--- config.mk ---
export PLATFORM = sky130hd
export DESIGN_NAME = uart_cmd_ctrl_flat
export DESIGN_NICKNAME = d
export VERILOG_FILES = /design/src/rtl/uart_cmd_ctrl_if.sv /design/src/rtl/uart_cmd_ctrl.sv /design/src/flat_wrapper.sv
export SDC_FILE = /design/constraint.sdc
export NUM_CORES = 1
export LEC_CHECK = 0
export ABC_AREA = 1
export CAP_MARGIN = 25
export CORE_ASPECT_RATIO = 1.2
export CORE_MARGIN = 2
export CORE_UTILIZATION = 40
export DETAILED_ROUTE_END_ITERATION = 10
export GPL_ROUTABILITY_DRIVEN = 0
export GPL_TIMING_DRIVEN = 0
export PLACE_DENSITY_LB_ADDON = 0.2
export SYNTH_ARGS = -nofsm -noshare
export SYNTH_HDL_FRONTEND = slang
export SYNTH_SLANG_ARGS = --single-unit
--- constraint.sdc ---
create_clock -name i_sys_clk -period 2.4 [get_ports i_sys_clk]
set_input_delay 0.6 -clock i_sys_clk [delete_from_list [all_inputs] [get_ports i_sys_clk]]
set_output_delay 0.6 -clock i_sys_clk [all_outputs]
set_load 0.005 [all_outputs]
--- src/rtl/uart_cmd_ctrl_if.sv ---
// Host-side byte bus for uart_cmd_ctrl: uart_rx/uart_tx handshakes plus the
// control outputs that the parsed commands drive.
interface uart_cmd_ctrl_if;
  logic       rx_done;
  logic [7:0] rx_data;
  logic       tx_busy;
  logic       tx_en;
  logic [7:0] tx_data;
  logic       en;
  logic [7:0] speed;
  logic       cmd_err;
  logic       rx_ovf;

  modport slave (
    input  rx_done, rx_data, tx_busy,
    output tx_en, tx_data, en, speed, cmd_err, rx_ovf
  );

  modport master (
    output rx_done, rx_data, tx_busy,
    input  tx_en, tx_data, en, speed, cmd_err, rx_ovf
  );
endinterface

--- src/rtl/uart_cmd_ctrl.sv ---
// Command controller between uart_rx and uart_tx: parses '1' / '2' / 'S'hh frames,
// drives en and speed, and sends one 'K'/'E' reply byte per command.
module uart_cmd_ctrl #(
  parameter logic [7:0] CMD_EN      = 8'h31,
  parameter logic [7:0] CMD_DIS     = 8'h32,
  parameter logic [7:0] CMD_SPD     = 8'h53,
  parameter logic [7:0] SPD_DEFAULT = 8'h80,
  parameter int         TIMEOUT_CYC = 1250000
) (
  input  logic            i_sys_clk,
  input  logic            i_reset,
  uart_cmd_ctrl_if.slave  bus
);

  localparam int         CNT_W   = $clog2(TIMEOUT_CYC + 1);
  localparam logic [7:0] REPLY_K = 8'h4B;
  localparam logic [7:0] REPLY_E = 8'h45;

  typedef enum logic [2:0] {
    IDLE, GET_HI, GET_LO, REPLY, TX_WAIT
  } state_t;

  state_t           r_state, w_state_next;
  logic             r_en, w_en_next;
  logic [7:0]       r_speed, w_speed_next;
  logic [3:0]       r_hi, w_hi_next;
  logic [7:0]       r_reply, w_reply_next;
  logic             r_tx_en, w_tx_en_next;
  logic [7:0]       r_tx_data, w_tx_data_next;
  logic             r_cmd_err, w_cmd_err_next;
  logic             r_hold_vld, w_hold_vld_next;
  logic [7:0]       r_hold_data, w_hold_data_next;
  logic             r_ovf, w_ovf_next;
  logic [CNT_W-1:0] r_tmo_cnt, w_tmo_cnt_next;

  logic             w_src_vld;
  logic [7:0]       w_src;
  logic [4:0]       w_hex;

  // {valid, nibble} for an ASCII hex digit
  function automatic logic [4:0] hex_dec(input logic [7:0] c);
    if (c >= 8'h30 && c <= 8'h39)      return {1'b1, c[3:0]};
    else if (c >= 8'h41 && c <= 8'h46) return {1'b1, c[3:0] + 4'd9};
    else if (c >= 8'h61 && c <= 8'h66) return {1'b1, c[3:0] + 4'd9};
    else                               return 5'b0;
  endfunction

  // A held byte is always older than one arriving now, so it is parsed first
  assign w_src_vld = r_hold_vld | bus.rx_done;
  assign w_src     = r_hold_vld ? r_hold_data : bus.rx_data;
  assign w_hex     = hex_dec(w_src);

  always_comb begin
    w_state_next     = r_state;
    w_en_next        = r_en;
    w_speed_next     = r_speed;
    w_hi_next        = r_hi;
    w_reply_next     = r_reply;
    w_tx_en_next     = 1'b0;
    w_tx_data_next   = r_tx_data;
    w_cmd_err_next   = 1'b0;
    w_hold_vld_next  = r_hold_vld;
    w_hold_data_next = r_hold_data;
    w_ovf_next       = r_ovf;
    w_tmo_cnt_next   = r_tmo_cnt;

    if (r_state == REPLY || r_state == TX_WAIT) begin
      if (bus.rx_done) begin
        w_hold_vld_next  = 1'b1;
        w_hold_data_next = bus.rx_data;
        w_ovf_next       = r_ovf | r_hold_vld;
      end
    end else if (w_src_vld && r_hold_vld) begin
      w_hold_vld_next  = bus.rx_done;
      w_hold_data_next = bus.rx_done ? bus.rx_data : r_hold_data;
    end

    case (r_state)
      IDLE: begin
        if (w_src_vld) begin
          if (w_src == CMD_EN || w_src == CMD_DIS) begin
            w_en_next    = (w_src == CMD_EN);
            w_reply_next = REPLY_K;
            w_state_next = REPLY;
          end else if (w_src == CMD_SPD) begin
            w_tmo_cnt_next = '0;
            w_state_next   = GET_HI;
          end else if (w_src != 8'h0D && w_src != 8'h0A) begin
            w_reply_next = REPLY_E;
            w_state_next = REPLY;
          end
        end
      end
      GET_HI, GET_LO: begin
        if (w_src_vld) begin
          w_tmo_cnt_next = '0;
          if (!w_hex[4]) begin
            w_reply_next = REPLY_E;
            w_state_next = REPLY;
          end else if (r_state == GET_HI) begin
            w_hi_next    = w_hex[3:0];
            w_state_next = GET_LO;
          end else begin
            w_speed_next = {r_hi, w_hex[3:0]};
            w_reply_next = REPLY_K;
            w_state_next = REPLY;
          end
        end else if (r_tmo_cnt == CNT_W'(TIMEOUT_CYC - 1)) begin
          w_reply_next = REPLY_E;
          w_state_next = REPLY;
        end else begin
          w_tmo_cnt_next = r_tmo_cnt + 1'b1;
        end
      end
      REPLY: begin
        if (!bus.tx_busy) begin
          w_tx_en_next   = 1'b1;
          w_tx_data_next = r_reply;
          w_cmd_err_next = (r_reply == REPLY_E);
          w_state_next   = TX_WAIT;
        end
      end
      TX_WAIT: begin
        // Wait for uart_tx to acknowledge so the next reply cannot overrun it
        if (bus.tx_busy) w_state_next = IDLE;
      end
      default: w_state_next = IDLE;
    endcase
  end

  always_ff @(posedge i_sys_clk or negedge i_reset) begin
    if (!i_reset) begin
      r_state     <= IDLE;
      r_en        <= 1'b0;
      r_speed     <= SPD_DEFAULT;
      r_hi        <= 4'd0;
      r_reply     <= 8'd0;
      r_tx_en     <= 1'b0;
      r_tx_data   <= 8'd0;
      r_cmd_err   <= 1'b0;
      r_hold_vld  <= 1'b0;
      r_hold_data <= 8'd0;
      r_ovf       <= 1'b0;
      r_tmo_cnt   <= '0;
    end else begin
      r_state     <= w_state_next;
      r_en        <= w_en_next;
      r_speed     <= w_speed_next;
      r_hi        <= w_hi_next;
      r_reply     <= w_reply_next;
      r_tx_en     <= w_tx_en_next;
      r_tx_data   <= w_tx_data_next;
      r_cmd_err   <= w_cmd_err_next;
      r_hold_vld  <= w_hold_vld_next;
      r_hold_data <= w_hold_data_next;
      r_ovf       <= w_ovf_next;
      r_tmo_cnt   <= w_tmo_cnt_next;
    end
  end

  assign bus.tx_en   = r_tx_en;
  assign bus.tx_data = r_tx_data;
  assign bus.en      = r_en;
  assign bus.speed   = r_speed;
  assign bus.cmd_err = r_cmd_err;
  assign bus.rx_ovf  = r_ovf;

endmodule
--- src/flat_wrapper.sv ---
// flat-port wrapper written by rule: the top's interface ports become plain ports
module uart_cmd_ctrl_flat 
#(
  parameter logic [7:0] CMD_EN      = 8'h31,
  parameter logic [7:0] CMD_DIS     = 8'h32,
  parameter logic [7:0] CMD_SPD     = 8'h53,
  parameter logic [7:0] SPD_DEFAULT = 8'h80,
  parameter int         TIMEOUT_CYC = 1250000
)
  (i_sys_clk, i_reset, bus_rx_done, bus_rx_data, bus_tx_busy, bus_tx_en, bus_tx_data, bus_en, bus_speed, bus_cmd_err, bus_rx_ovf);
  uart_cmd_ctrl_if bus_i ();
  input  logic i_sys_clk;
  input  logic i_reset;
  input wire logic [$bits(bus_i.rx_done)-1:0] bus_rx_done;
  input wire logic [$bits(bus_i.rx_data)-1:0] bus_rx_data;
  input wire logic [$bits(bus_i.tx_busy)-1:0] bus_tx_busy;
  output wire logic [$bits(bus_i.tx_en)-1:0] bus_tx_en;
  output wire logic [$bits(bus_i.tx_data)-1:0] bus_tx_data;
  output wire logic [$bits(bus_i.en)-1:0] bus_en;
  output wire logic [$bits(bus_i.speed)-1:0] bus_speed;
  output wire logic [$bits(bus_i.cmd_err)-1:0] bus_cmd_err;
  output wire logic [$bits(bus_i.rx_ovf)-1:0] bus_rx_ovf;
  assign bus_i.rx_done = bus_rx_done;
  assign bus_i.rx_data = bus_rx_data;
  assign bus_i.tx_busy = bus_tx_busy;
  assign bus_tx_en = bus_i.tx_en;
  assign bus_tx_data = bus_i.tx_data;
  assign bus_en = bus_i.en;
  assign bus_speed = bus_i.speed;
  assign bus_cmd_err = bus_i.cmd_err;
  assign bus_rx_ovf = bus_i.rx_ovf;
  uart_cmd_ctrl #(.CMD_EN(CMD_EN), .CMD_DIS(CMD_DIS), .CMD_SPD(CMD_SPD), .SPD_DEFAULT(SPD_DEFAULT), .TIMEOUT_CYC(TIMEOUT_CYC)) u_core (.i_sys_clk(i_sys_clk), .i_reset(i_reset), .bus(bus_i));
endmodule
# [After elaboration in Yosys (flattened, before gate mapping)]
# Cells that the tools add are included.
[totals] regBits=65 inputBits=12 out_inout_bits=20 wordCells=107
[classes] add_sub_neg=2 magnitude_cmp=6 eq_ne=23 muxes=40 n_bitwise=4 n_reduce_logical=20
[op_table] cell="21-bit two-way mux" count=5
[op_table] cell="8-bit two-way mux" count=12
[op_table] cell="21-bit case mux with 2 select lines" count=1
[op_table] cell="3-bit two-way mux" count=9
[op_table] cell="21-bit by 1-bit adder with 21-bit output, second input constant" count=1
[op_table] cell="21-bit equality test, second input constant" count=1
[op_table] cell="8-bit by 6-bit equality test with 1-bit output, second input constant" count=2
[op_table] cell="8-bit by 7-bit equality test with 1-bit output, second input constant" count=2
[op_table] cell="8-bit by 7-bit >= comparator with 1-bit output, second input constant" count=2
[op_table] cell="8-bit by 7-bit less-or-equal comparator with 1-bit output, second input constant" count=2
[op_table] cell="8-bit by 4-bit inequality test with 1-bit output, second input constant" count=2
[op_table] cell="8-bit case mux with 2 select lines" count=1
[op_table] cell="5-bit two-way mux" count=3
[op_table] cell="3-bit case mux with 4 select lines" count=1
[op_table] cell="5-bit AND reduction" count=2
[op_table] cell="8-bit by 6-bit >= comparator with 1-bit output, second input constant" count=1
[op_table] cell="8-bit by 6-bit less-or-equal comparator with 1-bit output, second input constant" count=1
[op_table] cell="1-bit two-way mux" count=8
[op_table] cell="2-bit inequality test, second input constant" count=4
[op_table] cell="4-bit AND reduction" count=2
[op_table] cell="3-bit by 2-bit equality test with 1-bit output, second input constant" count=2
[op_table] cell="3-bit by 1-bit inequality test with 1-bit output, second input constant" count=2
[op_table] cell="3-bit by 2-bit inequality test with 1-bit output, second input constant" count=2
[op_table] cell="2-bit AND reduction" count=3
[op_table] cell="other kinds (15)" count=24

# [Longest topological paths before layout]
# Gate-level depths: netlist (run 1).
[depth] ltp_word=9 depth_mapped=16

# [Least setup slack after synthesis (run 1)]
# Ideal clock, no wire load.
[synth_path] path_kind="flip-flop to flip-flop" from="register u_core.r_hold_vld" to="register u_core.r_speed[4] (netlist: u_core.bus.speed[4])" setup_time_ps=117 arrival_time_ps=1834 required_ps=2283 slack_ps=448 stages_incl_launch_ff=15 n_path_buf=3 path_cell_list="dfrtp_1 buf_6 buf_12 nand2_1 o21ai_2 inv_1 ha_1 inv_1 nor2_1 o21ai_4 nand2_4 nand3_4 buf_6 nand2_1 o21ai_2"
[synth_via] elab_chain_len=7 word_cells_on_any_way=15 cone_classes="order compare: 6; mux: 4; bitwise: 1; reduce/logical: 4"
[synth_lines] element="start: declaration" line="uart_cmd_ctrl.sv:31" source="logic r_hold_vld, w_hold_vld_next;"
[synth_lines] element="start signal: assignment" line="uart_cmd_ctrl.sv:154" source="r_hold_vld <= w_hold_vld_next;"
[synth_lines] element="8-bit two-way mux" line="uart_cmd_ctrl.sv:50" source="assign w_src = r_hold_vld ? r_hold_data : bus.rx_data;"
[synth_lines] element="8-bit by 7-bit >= comparator with 1-bit output / 8-bit by 7-bit less-or-equal comparator with 1-bit output (equally long branches)" line="uart_cmd_ctrl.sv:44" source="else if (c >= 8'h61 && c <= 8'h66) return {1'b1, c[3:0] + 4'd9};"
[synth_lines] element="1-bit logical AND" line="uart_cmd_ctrl.sv:44"
[synth_lines] element="5-bit two-way mux" line="uart_cmd_ctrl.sv:44"
[synth_lines] element="5-bit two-way mux" line="uart_cmd_ctrl.sv:43" source="else if (c >= 8'h41 && c <= 8'h46) return {1'b1, c[3:0] + 4'd9};"
[synth_lines] element="5-bit two-way mux" line="uart_cmd_ctrl.sv:42" source="if (c >= 8'h30 && c <= 8'h39) return {1'b1, c[3:0]};"
[synth_lines] element="4-bit AND reduction (no source line) (*)"
[synth_lines] element="end signal: assignment" line="uart_cmd_ctrl.sv:148" source="r_speed <= w_speed_next;"
[synth_lines] element="end: declaration" line="uart_cmd_ctrl.sv:25" source="logic [7:0] r_speed, w_speed_next;"
# Every way passes the cells marked *; elsewhere a longest branch is shown, timed or not.
# A chain may end at the register's enable or synchronous reset.

# [Final worst setup path (run 1)]
[layout_path] from="input bus_rx_data[0]" to="register u_core.r_speed[2] (netlist: u_core.bus.speed[2])"
[layout_via] elab_chain_len=7 word_cells_on_any_way=15 cone_classes="add/sub: 1; order compare: 6; mux: 4; reduce/logical: 4"
[layout_lines] element="start: declaration" line="flat_wrapper.sv:15" source="input wire logic [$bits(bus_i.rx_data)-1:0] bus_rx_data;"
[layout_lines] element="8-bit two-way mux (*)" line="uart_cmd_ctrl.sv:50"
[layout_lines] element="8-bit by 7-bit >= comparator with 1-bit output / 8-bit by 7-bit less-or-equal comparator with 1-bit output (equally long branches)" line="uart_cmd_ctrl.sv:44"
[layout_lines] element="1-bit logical AND" line="uart_cmd_ctrl.sv:44"
[layout_lines] element="5-bit two-way mux" line="uart_cmd_ctrl.sv:44"
[layout_lines] element="5-bit two-way mux" line="uart_cmd_ctrl.sv:43"
[layout_lines] element="5-bit two-way mux (*)" line="uart_cmd_ctrl.sv:42"
[layout_lines] element="4-bit AND reduction (no source line)"
# Marks and branches as above.

==> impl_metrics.ini, run 1 <==
[clocking]
cts_buffer_depth = 2
cts_buffers = 5
cts_tree = built
postCtsSetupRepairBufs = 0
h-tree-depth = 2
clk_latency_ns = 0.31
cts_hold_buf = 0
cts.sinks = 55
cts_resized = 0
clock-root-buffer = clkbuf_8
cts.reportedPaths.clkPinSlew_ns = 0.11

[die]
die_h_um = 106
initial_core_util_pct = 40.5
io_pins = 32
core.rowCount = 37
die_w_um = 88.6
core_area_um2 = 8470
die_area_um2 = 9350

[timing]
slew_viol_final = 0
hold_viol = 0
relSlewSlack_pct = 45.3
worstMarginPinSlew_ns = 0.821
min_period_ns = 2.29
worst_slack_ns = 0.105
finClkSkew_ns = 0.00954
finalSetupViolCount = 0
fmax_mhz = 436
post-route-period-util_pct = 95.6

[placement]
port_buffers = 28
dp_cells = 616
placed_cell_area_um2 = 3890
dp_hpwl_um = 5880
place_ws_ns = -0.247

[run_status]
status = completed

[power]
irDropWorstVdd_v = 0.000484
p_leak_nw = 1.84
power_density_nw_per_um2 = 1030

[min_path]
worst_hold_path_type = input pin to async pin

[final_layout]
multi_input_area_um2 = 1680
drive_gt1_share_pct = 11.8
final_cells = 624
syn_to_final_growth_pct = 16.3
postLayoutCoreUtil_pct = 47.1
nets = 523
antennaDiodeCount = 0
fill_cells = 873
regArea_um2 = 1380
final_cell_area_um2 = 3990

[critical_path]
crit_slowest_cell = clkdlybuf4s50_1
crit_required_ns = 2.65
crit_type = input pin to register
startpoint_type = input pin
cp_top_family = buffers and inverters
crit_buf_inv = 4
endpoint_kind = register
worstPathCellList = clkdlybuf4s50_1 > o21ai_4 > inv_1 > ha_1 > inv_1 > nor2_2 > o21ai_4 > nand2_4 > nand3_4 > buf_6 > nand2_1 > o21ai_1
path_max_fanout = 10
critPathMaxStageDelay_ns = 0.46
arrival_ns = 2.54

[job]
drv_cap = 0

[drt]
drt_wl_total_um = 7780
num_vias = 3036
drt_iter0_drc = 119
drc = 0
drt-pass1-iter-count = 4
avgRoutedWirePerCell_um = 12.5
viasPerCell = 4.87
ant_nets = 0

[grt]
antenna_found_initial = 0
grt_pass1_wl_um = 13500
grt_usage_pct = 18.1
grt_start_max_net_pins = 35
gr-total-overflow = 0
grt_pass1_vias = 2891

[synth]
synth-seq-area-share_pct = 40.1
synth_cell_types = 40
yosys.area.top_type = dfrtp_1
synth_cells = 468
ys_ff_latch = 55
yosys_warnings = 0
synth_top_area_share_pct = 39.3
syn_avg_cell_area_um2 = 7.34
netlist_area_um2 = 3430
netlist_top_cells_area = dfrtp_1, nand2_1, inv_1
[flip-flops by register name, summed over array words and instances (netlist names), 3 cells and up]
name                flops
u_core.bus.tx_data      3
u_core.bus.speed        8
u_core.r_hold_data      8
u_core.r_tmo_cnt       21
u_core.r_hi             4
u_core.r_reply          3
u_core.r_state          3
[layer usage]
metal	vias up	track usage, %	part of all wire [%]
li1	1556	-	-
met1	1431	23.3	44
met2	43	30.9	52
met3	6	2.98	2.6
met4	0	4.98	1.0
met5	-	0	0
[report_power, final]
part           switching [mW]  leakage (nW)  internal (mW)
registers               0.147         0.718           1.18
clock network           0.322        0.0408          0.210
logic                    1.40          1.08          0.844
total                    1.87          1.84           2.23
[logic make-up (layout without fill, tap and decap cells)]
kind of cell / Yosys count / count (layout) / synth area share (%)
other: 1 / 3 / 0.109
flip-flops: 55 / 55 / 40.1
AO/OA/AOI/OAI: 60 / 60 / 10.6
XOR/XNOR: 6 / 6 / 1.53
adder cells (fa/ha/maj): 5 / 5 / 1.82
buffers and inverters: 83 / 120 / 11.5
AND/OR/NAND/NOR: 258 / 258 / 34.3
[area by class of cell]
cell class | instances | share of cell area [%]
Clock buffer | 5 | 1.72
Timing Repair Buffer | 29 | 7.58
Buffer | 17 | 3.60
Multi-Input combinational cell | 332 | 42.0
Clock inverter | 3 | 0.595
Inverter | 66 | 6.33
Tap cell | 117 | 3.67
Sequential cell | 55 | 34.5
[worst paths after layout]
check / from / to / slack (ns) / cells after the start
worst max-delay path: bus_rx_data[0] / u_core.bus.speed[2] / 0.11 / 12
worst min-delay path: i_reset / u_core.r_tmo_cnt[11] / 0.37 / 1
worst max register to register: u_core.r_hold_vld / u_core.r_tmo_cnt[0] / 0.20 / 16
worst min register to register: u_core.r_reply[3] / u_core.bus.cmd_err / 0.48 / 1
max in group asynchronous: i_reset / u_core.r_hold_data[0] / 1.43 / 2
min in group i_sys_clk: u_core.r_reply[3] / u_core.bus.cmd_err / 0.48 / 1
[through the flow]
stage                     hold WS, ns  total power [mW]  TNS [ns]
final                           0.374              4.10         0
after CTS                       0.408              4.14         0
after global routing            0.436              4.48    -0.108
after global placement          0.451              3.57    -65.97
after detailed placement        0.465              3.59     -5.63
after floorplan                 0.304              2.91         0
[Yosys cell counts (all sizes together)]
cell,count
dfstp,1
nor2,49
or2,2
a21o,1
o21bai,1
nand2,145
clkbuf,2
o41ai,1
a21oi,10
xor2,5
conb,1
buf,15
inv,66
nand4,19
ha,5
nand3,32
a22oi,1
xnor2,1
dfrtp,54
a31o,1
o31ai,1
nor3,9
nor4,2
o21ai,44
[cells in the final DEF, fill, tap and decap left out, drive strengths merged]
cell           synthesis  layout
a31o                   1       1
a21oi                 10      10
dfstp                  1       1
clkdlybuf4s50          0      27
a21o                   1       1
or2                    2       2
buf                   15      17
o31ai                  1       1
xnor2                  1       1
nor4                   2       2
dfrtp                 54      54
nand2                145     145
conb                   1       3
a22oi                  1       1
ha                     5       5
nand4                 19      19
o21ai                 44      44
nor2                  49      49
nand3                 32      32
nor3                   9       9
clkbuf                 2       7
o41ai                  1       1
xor2                   5       5
o21bai                 1       1
inv                   66      67
clkinvlp               0       2
No activity file was read; power rests on OpenSTA's default activity.
==> run 2: changes to the inputs <==
--- a/config.mk
+++ b/config.mk
@@ -9,11 +9,13 @@
 export CAP_MARGIN = 25
 export CORE_ASPECT_RATIO = 1.2
 export CORE_MARGIN = 2
-export CORE_UTILIZATION = 40
+export CORE_UTILIZATION = 58
 export DETAILED_ROUTE_END_ITERATION = 10
 export GPL_ROUTABILITY_DRIVEN = 0
 export GPL_TIMING_DRIVEN = 0
 export PLACE_DENSITY_LB_ADDON = 0.2
+export SKIP_CTS_REPAIR_TIMING = 1
 export SYNTH_ARGS = -nofsm -noshare
 export SYNTH_HDL_FRONTEND = slang
 export SYNTH_SLANG_ARGS = --single-unit
+export TNS_END_PERCENT = 1
==> run 2 against run 1 <==
Compared with the run above:
- combinational power hardly changed
- maximum frequency is 1.3% higher
- critical endpoint is now u_core.r_reply[2]
- via count is 1.8% higher
- clock skew is 0.00090 ns higher
- sequential power hardly changed
- die area is 30% lower
==> impl_metrics.ini, run 2 (same netlist as run 1, synthesis figures left out) <==
[critical_path]
r2r-start = u_core.r_hold_vld
cp_top_family = buffers and inverters
regToRegEndpoint = u_core.bus.speed[5]
crit_slowest_cell = clkdlybuf4s50_1
reg2regPathDepth = 14
startpoint_type = input pin
critPathMaxStageDelay_ns = 0.45
worstPathCellList = clkdlybuf4s50_1 > o21ai_4 > inv_1 > ha_1 > inv_1 > nor2_1 > o21ai_4 > nand2_4 > nand3_4 > nand2_2 > nand2_1 > o21ai_1
r2r_setup_slack_ns = 0.20
crit_required_ns = 2.60
crit_buf_inv = 3
path_max_fanout = 10
endpoint_kind = register
arrival_ns = 2.46
crit_type = input pin to register

[grt]
grt_pass1_vias = 3008
grt_start_max_net_pins = 41
antenna_found_initial = 0
grt_pass1_wl_um = 13200
gr-total-overflow = 0
grt_usage_pct = 25.6

[drt]
drc = 0
ant_nets = 0
drt-pass1-iter-count = 5
viasPerCell = 5.27
num_vias = 3092
avgRoutedWirePerCell_um = 12.9
drt_wl_total_um = 7590
drt_iter0_drc = 241

[clocking]
cts_tree = built
clock-root-buffer = clkbuf_8
h-tree-depth = 2
cts_buffer_depth = 2
cts_buffers = 5
cts.reportedPaths.clkPinSlew_ns = 0.10
clk_latency_ns = 0.31
cts.sinks = 55

[placement]
dp_hpwl_um = 5700
place_ws_ns = -0.250
port_buffers = 28

[die]
die_area_um2 = 6560
core.rowCount = 30
die_h_um = 88.3
io_pins = 32
initial_core_util_pct = 60.2
die_w_um = 74.2
core_area_um2 = 5710

[timing]
rsz0062_at_grt = false
worst_slack_ns = 0.135
finalSetupViolCount = 0
post-route-period-util_pct = 94.4
hold_viol = 0
slew_viol_final = 0
worstMarginPinSlew_ns = 0.514
relSlewSlack_pct = 65.5
fmax_mhz = 441
min_period_ns = 2.27
finClkSkew_ns = 0.0104

[final_layout]
antennaDiodeCount = 0
largest_reg_flops = 21
fill_cells = 502
final_cell_mix = nand2_1, inv_1, dfrtp_1
layout_commonest_cell = nand2_1
nets = 523
top_register = u_core.r_tmo_cnt
drive_gt1_share_pct = 11.4
syn_to_final_growth_pct = 14.7

[power]
p_sw_mw = 1.84
total_power_mw = 4.10
pwr-share-seq_pct = 32.4
p_leak_nw = 1.84
power_density_nw_per_um2 = 1040
p_sw_share_pct = 44.9
p_clk_share_pct = 13.1
irDropWorstVdd_v = 0.000667
pwr-share-comb_pct = 54.6
internal_power_mw = 2.26

[run_status]
status = completed

[min_path]
worst_hold_path_type = input pin to async pin

[job]
drv_cap = 0
-- run 2: stage by stage --
step | hold WS (ns) | utilization (%) | TNS [ns] | cells | area, µm²
detailed placement | 0.456 | 67.3 | -5.68 | 579 | 3840
finish | 0.191 | 69.1 | 0 | 587 | 3940
floorplan | 0.304 | - | 0 | 470 | 3440
CTS | 0.195 | 68.9 | 0 | 587 | 3930
global route | 0.207 | 69.1 | 0 | 587 | 3940
global placement | 0.450 | 67.0 | -55.16 | 578 | 3820
-- run 2: layout make-up --
class / instances / area, µm² / area share, %
buffer: 17 / 144 / 3.65
tap: 80 / 100 / 2.54
timing repair buffer: 29 / 295 / 7.49
sequential: 55 / 1380 / 35.0
multi-input combinational: 332 / 1680 / 42.5
clock buffer: 7 / 86.3 / 2.19
clock inverter: 1 / 8.76 / 0.222
inverter: 66 / 253 / 6.41
-- run 2: power by group through the flow --
stage	Sequential [mW]	Combinational, mW	Clock, mW
6_report	1.33	2.24	0.536
5_1_grt	1.35	2.53	0.586
4_1_cts	1.33	2.23	0.555
3_5_place_dp	1.34	2.22	0
3_3_place_gp	1.33	2.16	0
2_1_floorplan	1.33	1.58	0
-- run 2: worst max path at each step --
stage | cells after the start | slack (ns) | to | from
finish | 12 | 0.13 | u_core.r_reply[2] | bus_rx_data[0]
global placement | 1 | -0.94 | u_core.bus.tx_data[0] | i_reset
CTS | 12 | 0.08 | u_core.r_reply[2] | bus_rx_data[0]
global route | 12 | 0.004 | u_core.bus.speed[4] | bus_rx_data[0]
detailed placement | 12 | -0.25 | u_core.r_reply[2] | bus_rx_data[0]
floorplan | 14 | 0.45 | u_core.bus.speed[4] | u_core.r_hold_vld
-- run 2: layer usage --
metal  share of wire [%]  global-route usage (%)  vias to the layer above
li1                    -                       -                     1562
met1                  42                    30.2                     1429
met2                  52                    45.1                       79
met3                 3.2                    4.56                       22
met4                 2.9                    11.7                        0
met5                   0                       0                        -
==> run 3: changes to the inputs <==
--- a/config.mk
+++ b/config.mk
@@ -9,7 +9,8 @@
 export CAP_MARGIN = 25
 export CORE_ASPECT_RATIO = 1.2
 export CORE_MARGIN = 2
-export CORE_UTILIZATION = 58
+export CORE_UTILIZATION = 35
+export CTS_CLUSTER_DIAMETER = 60
 export DETAILED_ROUTE_END_ITERATION = 10
 export GPL_ROUTABILITY_DRIVEN = 0
 export GPL_TIMING_DRIVEN = 0
==> run 3 against run 2 <==
Compared with the run above:
- critical path depth fell by 1
- first-iteration DRC count is 51% lower
- total power is 6.6% higher
- register-to-register slack better by 0.02 ns
- die area up 62%
- critical path type unchanged
- highest routed layer unchanged
==> impl_metrics.ini, run 3 (same netlist as run 1, synthesis figures left out) <==
[run_status]
status = completed

[placement]
placed_cell_area_um2 = 3900
dp_cells = 622
dp_hpwl_um = 6040
port_buffers = 28

[timing]
worstMarginPinSlew_ns = 0.829
finClkSkew_ns = 0.00618
finalSetupViolCount = 0
min_period_ns = 2.24
rsz0062_at_grt = true
hold_viol = 0
fmax_mhz = 446
post-route-period-util_pct = 93.3
relSlewSlack_pct = 44.7
slew_viol_final = 0

[power]
pwr-share-seq_pct = 30.3
pwr-share-comb_pct = 52.3
irDropWorstVdd_v = 0.000525
p_sw_share_pct = 43.4
p_leak_nw = 1.89
power_density_nw_per_um2 = 1070
p_sw_mw = 1.90
p_clk_share_pct = 17.4
internal_power_mw = 2.47

[critical_path]
path_max_fanout = 10
endpoint_kind = register
arrival_ns = 2.43
startpoint_type = input pin
crit_type = input pin to register
crit_required_ns = 2.59

[clocking]
clock-root-buffer = clkbuf_16
cts.sinks = 55
h-tree-depth = 2
cts_buffer_depth = 2
cts.reportedPaths.clkPinSlew_ns = 0.07
clk_latency_ns = 0.29
cts_tree = built
cts_buffers = 5

[die]
initial_core_util_pct = 36.1
die_area_um2 = 10600
core_area_um2 = 9520
die_h_um = 113
core.rowCount = 39
die_w_um = 94.4
io_pins = 32

[drt]
drc = 0
drt_wl_total_um = 7950
ant_nets = 0
avgRoutedWirePerCell_um = 12.6
drt-pass1-iter-count = 4
drt_iter0_drc = 117
viasPerCell = 4.81
num_vias = 3038

[final_layout]
multi_input_area_um2 = 1690
top_register = u_core.r_tmo_cnt
fill_cells = 1007
regArea_um2 = 1380
antennaDiodeCount = 0
layout_commonest_cell = nand2_1
final_cells = 632
nets = 525
syn_to_final_growth_pct = 19.1
final_cell_mix = nand2_1, inv_1, dfrtp_1
final_cell_area_um2 = 4090
drive_gt1_share_pct = 12.6
largest_reg_flops = 21

[grt]
grt_pass1_wl_um = 13800
grt_start_max_net_pins = 34
antenna_found_initial = 0
grt_usage_pct = 16.2
grt_pass1_vias = 2928
gr-total-overflow = 0

[min_path]
worst_hold_path_type = input pin to async pin

[job]
drv_cap = 0
run 3: cell types whose count changed in the layout (fill, tap and decap cells not counted), sizes merged:
cell and delta:
buf +2, clkbuf -1, clkdlybuf4s50 -1, clkinvlp +1, dlymetal6s2s +1
run 3: layout make-up:
class	count	area share (%)
multi-input cells	332	41.2
clock inverters	2	0.398
inverters	66	6.18
well taps	123	3.76
repair buffers	31	7.83
clock buffers	6	3.40
plain buffers	17	3.52
flip-flops and latches	55	33.7
run 3: critical path, stage by stage:
cell and delay [ns]:
clkdlybuf4s50_1 0.46, o21ai_4 0.23, ha_1 0.26, inv_1 0.07, nor2_1 0.19, o21ai_4 0.10
nand2_4 0.11, nand3_4 0.11, buf_6 0.17, nand2_1 0.07, o21ai_2 0.05
run 3: power by group through the flow:
stage,Sequential [mW],Combinational [mW],Clock [mW]
2_1_floorplan,1.33,1.58,0
3_3_place_gp,1.34,2.23,0
3_5_place_dp,1.35,2.26,0
4_1_cts,1.33,2.26,0.787
5_1_grt,1.36,2.57,0.824
6_report,1.33,2.29,0.759
run 3: path summary, 6_finish.rpt:
check	from	endpoint	slack [ns]	cells after the start
max	bus_rx_data[1]	u_core.bus.speed[4]	0.16	11
max reg2reg	u_core.r_hold_vld	u_core.r_tmo_cnt[0]	0.22	16
max in group asynchronous	i_reset	u_core.bus.speed[7]	1.34	2
min reg2reg	u_core.r_reply[0]	u_core.r_reply[0]	0.46	2
min in group i_sys_clk	u_core.r_reply[0]	u_core.r_reply[0]	0.46	2
min	i_reset	u_core.bus.tx_data[2]	0.40	1
run 3: per-layer routing:
metal	global-route usage (%)	part of all wire, %
met3	2.21	3.1
met5	0	0
met1	21.0	44
met2	27.6	51
met4	5.12	1.9
run 3: metrics by stage:
stage	power, mW	worst slack (ns)	hold WS, ns	utilization (%)	setup TNS, ns
3_5_place_dp	3.61	-0.288	0.450	41.0	-7.65
6_report	4.37	0.160	0.402	43.0	0
3_3_place_gp	3.57	-1.16	0.451	40.7	-69.72
5_1_grt	4.76	-0.00525	0.471	43.0	-0.00525
4_1_cts	4.38	0.0173	0.436	42.6	0
2_1_floorplan	2.91	0.448	0.304	-	0
